$ cat src/rtl/dot_matrix_scan_decoder_pkg.sv
// Shared constants for the dot-matrix / 7-segment receive decoder:
// reference glyphs, glyph id encodings, collector states and the
// active-low segment lookup.
package dot_matrix_scan_decoder_pkg;

  // Reference glyphs, row 0 in the top byte.
  localparam logic [63:0] GLYPH_GREEN  = 64'h3030_987E_1918_1412;
  localparam logic [63:0] GLYPH_YELLOW = 64'h0024_3CBD_FF3C_3C00;
  localparam logic [63:0] GLYPH_RED    = 64'h1818_3C3C_5A18_1824;

  localparam logic [1:0] GLYPH_ID_GREEN   = 2'd0;
  localparam logic [1:0] GLYPH_ID_YELLOW  = 2'd1;
  localparam logic [1:0] GLYPH_ID_RED     = 2'd2;
  localparam logic [1:0] GLYPH_ID_UNKNOWN = 2'd3;

  // Frame collector states.
  localparam logic [0:0] ST_IDLE    = 1'b0;
  localparam logic [0:0] ST_COLLECT = 1'b1;

  // Collector state as seen on the debug port.
  typedef struct packed {
    logic [0:0] state;
    logic [2:0] expected;
  } collector_dbg_t;

  typedef struct packed {
    logic       valid;
    logic [3:0] digit;
  } seg_decode_t;

  // Active-low segment code (bit6 = g .. bit0 = a) to hex digit.
  function automatic seg_decode_t seg_lookup(input logic [6:0] code_al);
    seg_decode_t r;
    r.valid = 1'b1;
    r.digit = 4'h0;
    case (code_al)
      7'h40: r.digit = 4'h0;
      7'h79: r.digit = 4'h1;
      7'h24: r.digit = 4'h2;
      7'h30: r.digit = 4'h3;
      7'h19: r.digit = 4'h4;
      7'h12: r.digit = 4'h5;
      7'h02: r.digit = 4'h6;
      7'h78: r.digit = 4'h7;
      7'h00: r.digit = 4'h8;
      7'h10: r.digit = 4'h9;
      7'h08: r.digit = 4'hA;
      7'h03: r.digit = 4'hB;
      7'h46: r.digit = 4'hC;
      7'h21: r.digit = 4'hD;
      7'h06: r.digit = 4'hE;
      7'h0E: r.digit = 4'hF;
      default: r.valid = 1'b0;
    endcase
    return r;
  endfunction

  // Exact match of a full frame against the reference glyphs.
  function automatic logic [1:0] classify_frame(input logic [63:0] f);
    logic [1:0] c;
    if (f == GLYPH_GREEN)       c = GLYPH_ID_GREEN;
    else if (f == GLYPH_YELLOW) c = GLYPH_ID_YELLOW;
    else if (f == GLYPH_RED)    c = GLYPH_ID_RED;
    else                        c = GLYPH_ID_UNKNOWN;
    return c;
  endfunction

endpackage

$ cat src/rtl/dot_matrix_scan_decoder_seg7_decoder.sv
// Registered 7-segment decoder: code -> digit plus a legal-code flag.
// An illegal code drops the flag and keeps the last decoded digit.
module seg7_decoder
  import dot_matrix_scan_decoder_pkg::*;
#(
  parameter bit SEG_ACTIVE_LOW = 1'b1
) (
  input  logic       clk,
  input  logic       reset,
  input  logic [6:0] i_code,
  output logic [3:0] o_value,
  output logic       o_valid
);

  logic [6:0]  w_code_al;
  seg_decode_t w_dec;

  assign w_code_al = SEG_ACTIVE_LOW ? i_code : ~i_code;
  assign w_dec     = seg_lookup(w_code_al);

  // Register the lookup; digit only follows legal codes.
  always_ff @(posedge clk or negedge reset) begin
    if (!reset) begin
      o_value <= 4'h0;
      o_valid <= 1'b0;
    end else begin
      o_valid <= w_dec.valid;
      if (w_dec.valid) o_value <= w_dec.digit;
    end
  end

endmodule

$ cat src/rtl/dot_matrix_scan_decoder.sv
// Receive-side decoder for the traffic-light display bus: rebuilds
// 8x8 frames from the row scan, classifies and debounces the glyph,
// decodes the countdown digit and flags protocol errors.
// All outputs named *_valid, *_change and *_err are single-cycle pulses
// with no back-pressure; seg_valid is a level.
module dot_matrix_scan_decoder
  import dot_matrix_scan_decoder_pkg::*;
#(
  parameter int MATCH_FRAMES   = 2,
  parameter bit SEG_ACTIVE_LOW = 1'b1
) (
  input  logic           clk,
  input  logic           reset,
  input  logic [7:0]     dot_row,
  input  logic [7:0]     dot_column,
  input  logic [6:0]     seven_display,
  output logic [63:0]    frame_out,
  output logic           frame_valid,
  output logic [1:0]     glyph_id,
  output logic           glyph_change,
  output logic [3:0]     seg_value,
  output logic           seg_valid,
  output logic           row_err,
  output logic           seq_err,
  output logic           count_err,
  output collector_dbg_t o_dbg_collector
);

  localparam logic [3:0] MATCH_N   = 4'(MATCH_FRAMES);
  // Idle code: all segments dark, so nothing decodes before real input.
  localparam logic [6:0] SEG_BLANK = SEG_ACTIVE_LOW ? 7'h7F : 7'h00;

  logic [7:0]  r_row, r_col, r_row_prev;
  logic [6:0]  r_seg;
  logic        r_in_vld, r_prev_vld;
  logic [0:0]  r_state;
  logic [2:0]  r_expected;
  logic [7:0]  r_buf [8];
  logic [1:0]  r_last_class;
  logic [3:0]  r_run;
  logic [3:0]  r_last_val;
  logic        r_have_last;

  logic        w_evt;
  logic [3:0]  w_zero_cnt;
  logic [2:0]  w_row_idx;
  logic        w_row_legal, w_row_blank, w_row_bad;
  logic [0:0]  w_state_nxt;
  logic [2:0]  w_exp_nxt;
  logic        w_wr_en, w_commit, w_seq_err;
  logic [63:0] w_frame_new;
  logic [1:0]  w_class;
  logic [3:0]  w_run_inc, w_run_nxt;

  // Input stage, plus the previous registered row for change detection.
  always_ff @(posedge clk or negedge reset) begin
    if (!reset) begin
      r_row      <= 8'hFF;
      r_col      <= 8'h00;
      r_seg      <= SEG_BLANK;
      r_in_vld   <= 1'b0;
      r_row_prev <= 8'hFF;
      r_prev_vld <= 1'b0;
    end else begin
      r_row      <= dot_row;
      r_col      <= dot_column;
      r_seg      <= seven_display;
      r_in_vld   <= 1'b1;
      r_row_prev <= r_row;
      r_prev_vld <= r_in_vld;
    end
  end

  // A sample event is a change of the registered row select, or the
  // first registered value after reset.
  assign w_evt = r_in_vld && (!r_prev_vld || (r_row != r_row_prev));

  // Count active-low select bits; bit 7 low is row 0.
  always_comb begin
    w_zero_cnt = 4'd0;
    w_row_idx  = 3'd0;
    for (int i = 0; i < 8; i++) begin
      if (!r_row[i]) begin
        w_zero_cnt = w_zero_cnt + 4'd1;
        w_row_idx  = 3'(7 - i);
      end
    end
  end

  assign w_row_legal = (w_zero_cnt == 4'd1);
  assign w_row_blank = (r_row == 8'h00) || (r_row == 8'hFF);
  assign w_row_bad   = !w_row_legal && !w_row_blank;

  // Collector next-state: in-order rows fill the buffer, row 7 commits.
  always_comb begin
    w_state_nxt = r_state;
    w_exp_nxt   = r_expected;
    w_wr_en     = 1'b0;
    w_commit    = 1'b0;
    w_seq_err   = 1'b0;
    if (w_evt) begin
      if (w_row_legal) begin
        if (r_state == ST_IDLE) begin
          if (w_row_idx == 3'd0) begin
            w_wr_en     = 1'b1;
            w_exp_nxt   = 3'd1;
            w_state_nxt = ST_COLLECT;
          end
        end else if (w_row_idx == r_expected) begin
          w_wr_en   = 1'b1;
          w_exp_nxt = r_expected + 3'd1;
          if (r_expected == 3'd7) begin
            w_commit    = 1'b1;
            w_state_nxt = ST_IDLE;
          end
        end else begin
          w_seq_err = 1'b1;
          if (w_row_idx == 3'd0) begin
            w_wr_en   = 1'b1;
            w_exp_nxt = 3'd1;
          end else begin
            w_state_nxt = ST_IDLE;
          end
        end
      end else begin
        // Blank or malformed select both abandon the partial frame.
        w_state_nxt = ST_IDLE;
      end
    end
  end

  // Collector state and expected-row counter.
  always_ff @(posedge clk or negedge reset) begin
    if (!reset) begin
      r_state    <= ST_IDLE;
      r_expected <= 3'd0;
    end else begin
      r_state    <= w_state_nxt;
      r_expected <= w_exp_nxt;
    end
  end

  // Row buffer writes.
  always_ff @(posedge clk or negedge reset) begin
    if (!reset) begin
      for (int i = 0; i < 8; i++) r_buf[i] <= 8'h00;
    end else if (w_wr_en) begin
      r_buf[w_row_idx] <= r_col;
    end
  end

  // Frame being committed: buffered rows 0..6 plus row 7 arriving now.
  always_comb begin
    w_frame_new = 64'h0;
    for (int i = 0; i < 7; i++) w_frame_new[63 - 8*i -: 8] = r_buf[i];
    w_frame_new[7:0] = r_col;
  end

  assign w_class   = classify_frame(w_frame_new);
  assign w_run_inc = (r_run == 4'hF) ? 4'hF : r_run + 4'd1;
  assign w_run_nxt = ((w_class == r_last_class) && (r_run != 4'd0)) ? w_run_inc : 4'd1;

  // Frame commit, class debounce and scan error pulses.
  always_ff @(posedge clk or negedge reset) begin
    if (!reset) begin
      frame_out    <= 64'h0;
      frame_valid  <= 1'b0;
      glyph_id     <= GLYPH_ID_UNKNOWN;
      glyph_change <= 1'b0;
      r_last_class <= GLYPH_ID_UNKNOWN;
      r_run        <= 4'd0;
      row_err      <= 1'b0;
      seq_err      <= 1'b0;
    end else begin
      frame_valid  <= w_commit;
      glyph_change <= 1'b0;
      row_err      <= w_evt && w_row_bad;
      seq_err      <= w_seq_err;
      if (w_commit) begin
        frame_out    <= w_frame_new;
        r_last_class <= w_class;
        r_run        <= w_run_nxt;
        if ((w_run_nxt >= MATCH_N) && (w_class != glyph_id)) begin
          glyph_id     <= w_class;
          glyph_change <= 1'b1;
        end
      end
    end
  end

  seg7_decoder #(
    .SEG_ACTIVE_LOW(SEG_ACTIVE_LOW)
  ) u_seg7 (
    .clk    (clk),
    .reset  (reset),
    .i_code (r_seg),
    .o_value(seg_value),
    .o_valid(seg_valid)
  );

  // Countdown check against the last legal digit; 0 may reload anything.
  always_ff @(posedge clk or negedge reset) begin
    if (!reset) begin
      r_last_val  <= 4'h0;
      r_have_last <= 1'b0;
      count_err   <= 1'b0;
    end else begin
      count_err <= 1'b0;
      if (seg_valid) begin
        if (r_have_last && (seg_value != r_last_val) &&
            (r_last_val != 4'h0) && (seg_value != r_last_val - 4'd1))
          count_err <= 1'b1;
        r_last_val  <= seg_value;
        r_have_last <= 1'b1;
      end
    end
  end

  assign o_dbg_collector = {r_state, r_expected};

endmodule

$ cat config.mk
export PLATFORM = sky130hd
export DESIGN_NAME = dot_matrix_scan_decoder
export DESIGN_NICKNAME = d
export VERILOG_FILES = /design/src/rtl/dot_matrix_scan_decoder_pkg.sv /design/src/rtl/dot_matrix_scan_decoder_seg7_decoder.sv /design/src/rtl/dot_matrix_scan_decoder.sv
export SDC_FILE = /design/constraint.sdc
export NUM_CORES = 1
export LEC_CHECK = 0
export CORE_MARGIN = 4
export CORE_UTILIZATION = 55
export CTS_BUF_LIST = sky130_fd_sc_hd__clkbuf_16
export DETAILED_ROUTE_END_ITERATION = 10
export PLACE_DENSITY = 0.85
export SKIP_LAST_GASP = 1
export SYNTH_ARGS = -nofsm -noshare
export SYNTH_HDL_FRONTEND = slang
export SYNTH_SLANG_ARGS = --single-unit
$ cat constraint.sdc
create_clock -name clk -period 6.74 [get_ports clk]
set_input_delay 0.674 -clock clk [delete_from_list [all_inputs] [get_ports clk]]
set_output_delay 0.674 -clock clk [all_outputs]
set_load 0.05 [all_outputs]
* Yosys cells after proc, flatten, opt, wreduce, memory -nomap -nowiden *
Cells that the tools add are included.
W data, S select, Z words.

storage, ports and cells
  output and inout bits = 80
  word-level logic and storage cells = 144
  bits in read-only memories = 0
  register bits after elaboration = 188
  bits in latches = 0
  input port bits = 25
  memories kept = 0
  RAM bits = 0

operators by class
  divide/modulo/power cells = 0
  eq/ne operators = 28
  reductions and logical operators = 22
  magnitude comparators = 3
  shift-type cells = 0
  multipliers = 0
  $add $sub $neg = 10
  multiplexer cells = 51
  bitwise operators = 1

operator list
  cell                    number
  $bwmux W64              1
  $eq A64 B54 Y1 const B  1
  $eq A64 B61 Y1 const B  1
  $eq A64 B62 Y1 const B  1
  $pmux W4 S15            1
  $mux W4                 9
  $mux W3                 11
  $add A4 B1 Y4 const B   8
  $eq A7 B7 Y1 const B    4
  $mux W1                 25
  $demux W8 S3            1
  $eq A7 B5 Y1 const B    3
  $eq A7 B6 Y1 const B    3
  $reduce_or A16 Y1       1
  $eq A7 B2 Y1 const B    2
  $eq A7 B4 Y1 const B    2
  $logic_and A1 B1 Y1     9
  $eq A8 B8 Y1 const B    1
  $logic_not A8 Y1        1
  $mux W8                 1
  $ne A4 B4 Y1            2
  $ne A8 B8 Y1            1
  $reduce_bool A4 Y1      2
  $eq A7 B3 Y1 const B    1
  18 further kinds        23

* Depth between registers and ports, before layout *
Gate-level depths: netlist of run 1.

  word-level depth = 19
  mapped depth = 26
  mapped depth without buffers = 24

* By module *
A second synthesis of run 1 with hierarchy kept.

second synthesis, totals
  cell total of the unflattened synthesis = 631
  area, all modules = 8124.0 um^2

by module, submodules not included
  module                   area each (um^2)  times used  sequential area each (um^2)  cells an instance
  dot_matrix_scan_decoder  7544.7            1           4413.0                       556
  seg7_decoder             579.3             1           125.1                        75

* Worst setup path after synthesis of run 1 *
Ideal clock, no wire load.

  path type = reg2reg
  start = register r_row[0]
  end = register r_buf[10] (netlist bit)
  arrival = 5.504 ns
  setup time = 0.125 ns
  period minus slack after synthesis = 5.629 ns
  path slack = 1.111 ns
  cell stages (with the launch flop) = 23
  path buffers = 2
  data required time = 6.615 ns
  cells stage by stage = dfstp_2 > inv_1 > ha_1 > buf_4 > xnor3_2 > inv_1 > ha_1 > nor2b_1 > a21o_1 > ha_1 > nor2b_1 > a21o_1 > ha_1 > mux2_2 > ha_1 > nor2b_1 > xnor2_1 > nor2_1 > nand4b_1 > or4b_1 > buf_4 > nor4b_4 > mux2_2

on the way
  cells in the longest elaborated chain, start to end = 18
  elaborated cells on any way between the ends = 41
  those cells by class = add/sub: 7; order compare: 2; eq/ne: 3; mux: 24; bitwise: 1; reduce/logical: 4

RTL lines
  item                           RTL line                        text
  start, declared                dot_matrix_scan_decoder.sv:33   logic [7:0] r_row, r_col, r_row_prev;
  start signal, assigned         dot_matrix_scan_decoder.sv:65   r_row <= dot_row;
  $mux W1                        dot_matrix_scan_decoder.sv:83   if (!r_row[i]) begin
  $add A4 B1 Y4                  dot_matrix_scan_decoder.sv:84   w_zero_cnt = w_zero_cnt + 4'd1;
  $mux W4                        dot_matrix_scan_decoder.sv:83
  $add A4 B1 Y4                  dot_matrix_scan_decoder.sv:84
  $mux W4                        dot_matrix_scan_decoder.sv:83
  $add A4 B1 Y4                  dot_matrix_scan_decoder.sv:84
  $mux W4                        dot_matrix_scan_decoder.sv:83
  $add A4 B1 Y4                  dot_matrix_scan_decoder.sv:84
  (+2 left out)                  --
  $mux W4                        dot_matrix_scan_decoder.sv:83
  $add A4 B1 Y4                  dot_matrix_scan_decoder.sv:84
  $mux W4                        dot_matrix_scan_decoder.sv:83
  $add A4 B1 Y4                  dot_matrix_scan_decoder.sv:84
  $mux W4                        dot_matrix_scan_decoder.sv:83
  $eq A4 B1 Y1                   dot_matrix_scan_decoder.sv:90   assign w_row_legal = (w_zero_cnt == 4'd1);
  $mux W1                        dot_matrix_scan_decoder.sv:102  if (w_row_legal) begin
  $mux W1                        dot_matrix_scan_decoder.sv:101  if (w_evt) begin
  end signal, assigned by index  dot_matrix_scan_decoder.sv:148  r_buf[w_row_idx] <= r_col;
  end, declared                  dot_matrix_scan_decoder.sv:38   logic [7:0] r_buf [8];

Parallel ways exist; a longest one is shown, timed or not.
A chain may end at the register's enable or synchronous reset.

* Worst setup path after layout of run 1 *
  start = register r_row[0]
  end = register r_buf[11] (netlist bit)

Same word-level chain as after synthesis.

==> flow_summary.ini, run 1 <==
[finish]
fin_cells = 917
drive_gt1_share_pct = 27.56
layout_common_cells = dfrtp_1, mux2_2, clkdlybuf4s50_1
multi_input_area_sq_um = 3353
seqCellArea_sq_um = 4538
area_growth_pct = 22.37
fillers = 987
fin_util_pct = 68.25
antennaDiodeCount = 0
final_nets = 758
mostFrequentLayoutCell = dfrtp_1

[detailed_routing]
top_layer_used = met4
route.met3.wl_microns = 983
drt-initial-drc-count = 430
drt-met1-wl_microns = 7914
vias = 5423
vias_per_cell = 5.914
routed_wl_microns = 18100
drt_pass1_iterations = 5
met2_length_microns = 8877
route.detailed.drc = 0
avgRoutedWirePerCell_microns = 19.73
antenna_left = 0

[cts]
cts.htree.levels = 4
cts_sinks = 180
ctsResizeCount = 0
cts_buffer_depth = 2
post_cts_buffers = 0
clk_pin_slew_ns = 0.08
cts_inserted_buffers = 17
cts_tree = done
cts-root-buf = clkbuf_16
clk_latency_ns = 0.45
hold_buffers = 0

[timing]
finalCriticalPeriod_ns = 6.258
finalCritPeriodShare_pct = 92.85
worst-slew-pin-transition_ns = 1.084
setup-tns-final_ns = 0
slew_headroom_pct = 27.74
max_freq_ghz = 0.1598
skew_ns = 0.02842
setup_viol_count_final = 0
rsz0062_at_grt = false
hold_viol = 0
report.final.slew_viol_count = 0

[placement]
numPortBuffers = 104
dp_hpwl_microns = 12340
place.gp.congestion = 0.8356
dp_cells = 885

[critical_path]
r2r-end = r_buf[11]
reg2reg_from = r_row[0]
required_ns = 7.07
end_kind = flop
crit_slowest_cell = or4b_1
cp-start-kind = flop
worst-r2r-setup-slack_ns = 0.48
r2r_cells = 22
cpPeakStageDelay_ns = 0.78
crit_type = flop to flop
arrival_ns = 6.59
crit_path_cell_trace = inv_1, ha_1, xnor2_1, ha_1, nand2b_1, nand2_1, ha_1, nor2b_1, a21o_1, ha_1, nor2b_1, a21o_1, ha_1, mux2_2, ha_1, nor2b_1, xnor2_1, nor2_1, nand4b_1, or4b_1, nor4b_4, mux2_2
critical-path-top-delay-family = simple AND/OR/NAND/NOR gates
cp_num_buf_inv = 1
cp_max_fo = 8
crit_top_cell = ha_1

[yosys]
yosys.area_share.adder_pct = 2.014
ys_seq_area_share_pct = 56.20
synth_mux_area_share_pct = 18.08
ys_types = 66
async_flop_share_pct = 100.0
synth_top_family_by_area = multiplexers
netlist_area_sq_um = 8075
yosysTopAreaCell = dfrtp_1
synth_nets = 661
synth-simple-area-share_pct = 12.02
synth_area_leaders = dfrtp_1, mux2_2, dfstp_2, xnor2_1, ha_1
ys_ff_latch = 180
ys.flop_type = dfrtp_1
synth_top_area_share_pct = 47.41
synth-xor-area-share_pct = 3.858
synth_edf_count = 0
syn_avg_cell_area_sq_um = 12.96
synth_cells = 623
synth_compound_area_share_pct = 5.485
yosysWarningCount = 0

[die]
design.core.area_sq_um = 14480
placementRows = 44
io_pins = 105
die_w_microns = 129.2
initial_core_util_pct = 55.77
die_y_microns = 129.2
dieArea_sq_um = 16680

[global_route]
grt_max_degree = 122
antenna_found_initial = 0
overflow = 0
grt_pass1_vias = 5612
grt_pass1_wl_microns = 29430
grt_use_total_pct = 22.67

[status]
status = completed

[worst_hold_path]
min_path_type = input pin to async pin

[job]
max_cap_violations = 0

[power]
power_density_nw_per_um2 = 285.4
design_power_total_mw = 2.820
ir_worst_vdd_v = 0.0001930
leakage_nw = 4.478
layout make-up:
cell class / count / area share, %
Sequential cell: 180 / 45.92
Clock inverter: 15 / 2.165
Inverter: 15 / 0.5698
Tap cell: 184 / 2.330
Timing Repair Buffer: 107 / 10.77
Multi-Input combinational cell: 399 / 33.93
Clock buffer: 17 / 4.305
synthesized netlist by cell type (all sizes together) (4+ instances only):
master / instances
nand3: 17
nor2: 26
nor4bb: 4
buf: 12
nor3: 13
ha: 13
nor2b: 12
dfstp: 27
xor2: 11
and3: 4
nand2: 21
dfrtp: 153
xnor2: 21
a21oi: 11
o21ai: 12
nor4: 12
clkbuf: 17
inv: 15
mux2: 127
nand2b: 12
a31oi: 5
nor4b: 5
nand4b: 4
a211oi: 4
nand4: 9
flip-flops by register name, summed over array words and instances (netlist names), 2 cells and up:
| signal | count |
|---|---|
| r_expected | 3 |
| r_seg | 7 |
| r_last_val | 4 |
| r_row_prev | 8 |
| r_buf | 56 |
| glyph_id | 2 |
| r_col | 8 |
| r_last_class | 2 |
| r_row | 8 |
| u_seg7.o_value | 4 |
| frame_out | 64 |
| r_run | 4 |
logic make-up (layout without fill, tap and decap cells):
group | count (synthesis) | in the layout
flops | 180 | 180
simple gates | 160 | 160
mux | 130 | 130
compound gates | 62 | 62
buf+inv | 44 | 154
xor+xnor | 33 | 33
fa+ha+maj | 13 | 13
other cells | 1 | 1
where the power goes:
group | switching (mW) | internal (mW)
Combinational | 0.240 | 0.222
Sequential | 0.133 | 1.20
Clock | 0.511 | 0.518
per-layer routing:
| layer | up-vias | global-route usage, % |
|---|---|---|
| met3 | 29 | 5.606 |
| met1 | 2756 | 31.32 |
| met5 | - | 0 |
| li1 | 2460 | - |
| met4 | 0 | 6.609 |
| met2 | 178 | 35.98 |
stage by stage:
step | instance area, sq um | setup slack (ns) | hold WS (ns)
floorplan | 8075 | 1.111 | 0.3519
global placement | 9243 | 0.7778 | 0.3595
detailed placement | 9243 | 0.5286 | 0.3707
CTS | 9882 | 0.4851 | 0.3891
global route | 9882 | 0.1421 | 0.4041
finish | 9882 | 0.4820 | 0.3547
worst max path at each step:
| stage | startpoint | endpoint | slack, ns | cells past startpoint |
|---|---|---|---|---|
| finish | r_row[0] | r_buf[11] | 0.48 | 22 |
| global route | r_row[0] | r_buf[11] | 0.14 | 22 |
| CTS | r_row[0] | r_buf[11] | 0.49 | 22 |
| detailed placement | r_row[0] | r_buf[11] | 0.53 | 22 |
| global placement | r_row[0] | r_buf[8] | 0.78 | 20 |
| floorplan | r_row[0] | r_buf[10] | 1.11 | 22 |
(Power assumes the default switching activity.)
==> inputs of run 2 (changes only) <==
Settings changed: ABC_AREA set to 1, PLACE_DENSITY 0.85 to 0.83.
==> flow_summary.ini, run 2 <==
[finish]
largest_registers = frame_out x64, r_buf x56
largest_reg_flops = 64
final_nets = 1300
mostFrequentLayoutCell = nand2_1
regMostFlops = frame_out
area_growth_pct = 18.07
fin_cells = 1495
drive_gt1_share_pct = 7.451
layout_common_cells = nand2_1, dfrtp_1, inv_1
fillers = 1438
antennaDiodeCount = 0

[detailed_routing]
route.detailed.drc = 0
vias_per_cell = 5.466
avgRoutedWirePerCell_microns = 15.43
routed_wl_microns = 23070
drt-initial-drc-count = 704
vias = 8172
drt_pass1_iterations = 5
antenna_left = 0

[status]
status = completed

[timing]
worst_slack_ns = 1.121
finalCriticalPeriod_ns = 5.619
finalCritPeriodShare_pct = 83.37
slew_headroom_pct = 24.64
rsz0062_at_grt = false
skew_ns = 0.008692
report.final.slew_viol_count = 0
hold_viol = 0
setup-tns-final_ns = 0
max_freq_ghz = 0.1780
worst-slew-pin-transition_ns = 1.122
setup_viol_count_final = 0

[global_route]
grt_use_total_pct = 24.72
antenna_found_initial = 0
grt_pass1_vias = 7812
grt_max_degree = 68
overflow = 0
grt_pass1_wl_microns = 38680

[yosys]
ys_seq_area_share_pct = 48.74
ys.flop_type = dfrtp_1
synth_top_area_share_pct = 41.12
synth_nets = 1216
synth_most_common_cell = nand2_1
async_flop_share_pct = 100.0
synth_common_cells = nand2_1, dfrtp_1, inv_1
ys_ff_latch = 180
ys_types = 43
yosysWarningCount = 0
synth_cells = 1178
synth_area_leaders = dfrtp_1, nand2_1, dfstp_2, nand3_1, inv_1
yosysTopAreaCell = dfrtp_1
synth_edf_count = 0
netlist_area_sq_um = 9311
syn_avg_cell_area_sq_um = 7.904

[cts]
cts-root-buf = clkbuf_16
cts.htree.levels = 4
ctsResizeCount = 0
cts_sinks = 180
cts_inserted_buffers = 17
clk_latency_ns = 0.44
post_cts_buffers = 0
cts_buffer_depth = 2
hold_buffers = 0
clk_pin_slew_ns = 0.07
cts_tree = done

[critical_path]
cp_max_fo = 64
crit_slowest_cell = nand4_4
cpPeakStageDelay_ns = 0.68
worst-r2r-setup-slack_ns = 1.12
arrival_ns = 5.92
end_kind = flop
crit_type = flop to flop
r2r_cells = 27
crit_top_cell = nand2_1
required_ns = 7.04
cp-start-kind = flop

[placement]
pre_cts_slack_ns = 1.246
numPortBuffers = 104
dp_hpwl_microns = 16210
dp_cells = 1463
place.gp.congestion = 1.004

[die]
placementRows = 47
dieArea_sq_um = 19080
initial_core_util_pct = 56.15
io_pins = 105
die_y_microns = 138.1
design.core.area_sq_um = 16580
die_w_microns = 138.1

[job]
max_cap_violations = 0

[power]
leakage_nw = 5.056
power_density_nw_per_um2 = 260.3
ir_worst_vdd_v = 0.0001977

[worst_hold_path]
min_path_type = input pin to async pin
[run 2: per-layer routing]
layer  up-vias  track usage (%)  part of all wire (%)
met4         0            9.724                   2.9
met5         -                0                     0
met1      3829            33.84                    44
met2       316            38.82                    46
met3        57            5.387                   7.4
li1       3970                -                     -
[run 2: path summary, 6_finish.rpt]
path,startpoint,end
worst max-delay path,r_row[0],frame_out[8]
worst min-delay path,reset,row_err
worst max register to register,r_row[0],frame_out[8]
worst min register to register,r_in_vld,r_prev_vld
max in group asynchronous,reset,r_buf[54]
min in group clk,r_in_vld,r_prev_vld
[run 2: logic make-up after synthesis]
kind of cell / count (synthesis) / share of synthesized area, %
flops: 180 / 48.74
buf+inv: 182 / 8.143
compound gates: 141 / 9.191
simple gates: 646 / 30.73
other cells: 1 / 0.04027
xor+xnor: 15 / 1.411
fa+ha+maj: 13 / 1.747
[run 2: final cells by class]
class / instances / area (sq um) / area share, %
Timing Repair Buffer: 109 / 1092 / 9.935
Tap cell: 220 / 275.3 / 2.504
Clock buffer: 18 / 450.4 / 4.097
Sequential cell: 180 / 4538 / 41.28
Multi-Input combinational cell: 816 / 4015 / 36.52
Inverter: 138 / 523.0 / 4.757
Clock inverter: 14 / 100.1 / 0.9104
[run 2: through the flow]
stage / instance area (sq um) / utilization, % / power, mW / hold slack, ns
after floorplan: 9311 / - / 1.742 / 0.3519
after global placement: 10440 / 62.98 / 1.908 / 0.3622
after detailed placement: 10440 / 62.98 / 1.928 / 0.3749
after CTS: 10990 / 66.30 / 2.871 / 0.2031
after global routing: 10990 / 66.30 / 3.023 / 0.2304
final: 10990 / 66.30 / 2.862 / 0.1956
[run 2: critical path: cells and delay by family, from the launching register on]
family | cells | cell delay [ns]
compound gates | 2 | 0.22
fa+ha+maj | 6 | 1.69
buf+inv | 5 | 0.70
flops | 1 | 0.56
simple gates | 14 | 2.30
[run 2: report_power, final]
part           internal (mW)  total [mW]  switching (mW)
clock                  0.499       0.943           0.444
sequential              1.19        1.32           0.121
combinational          0.204       0.604           0.399
total                   1.90        2.86           0.965
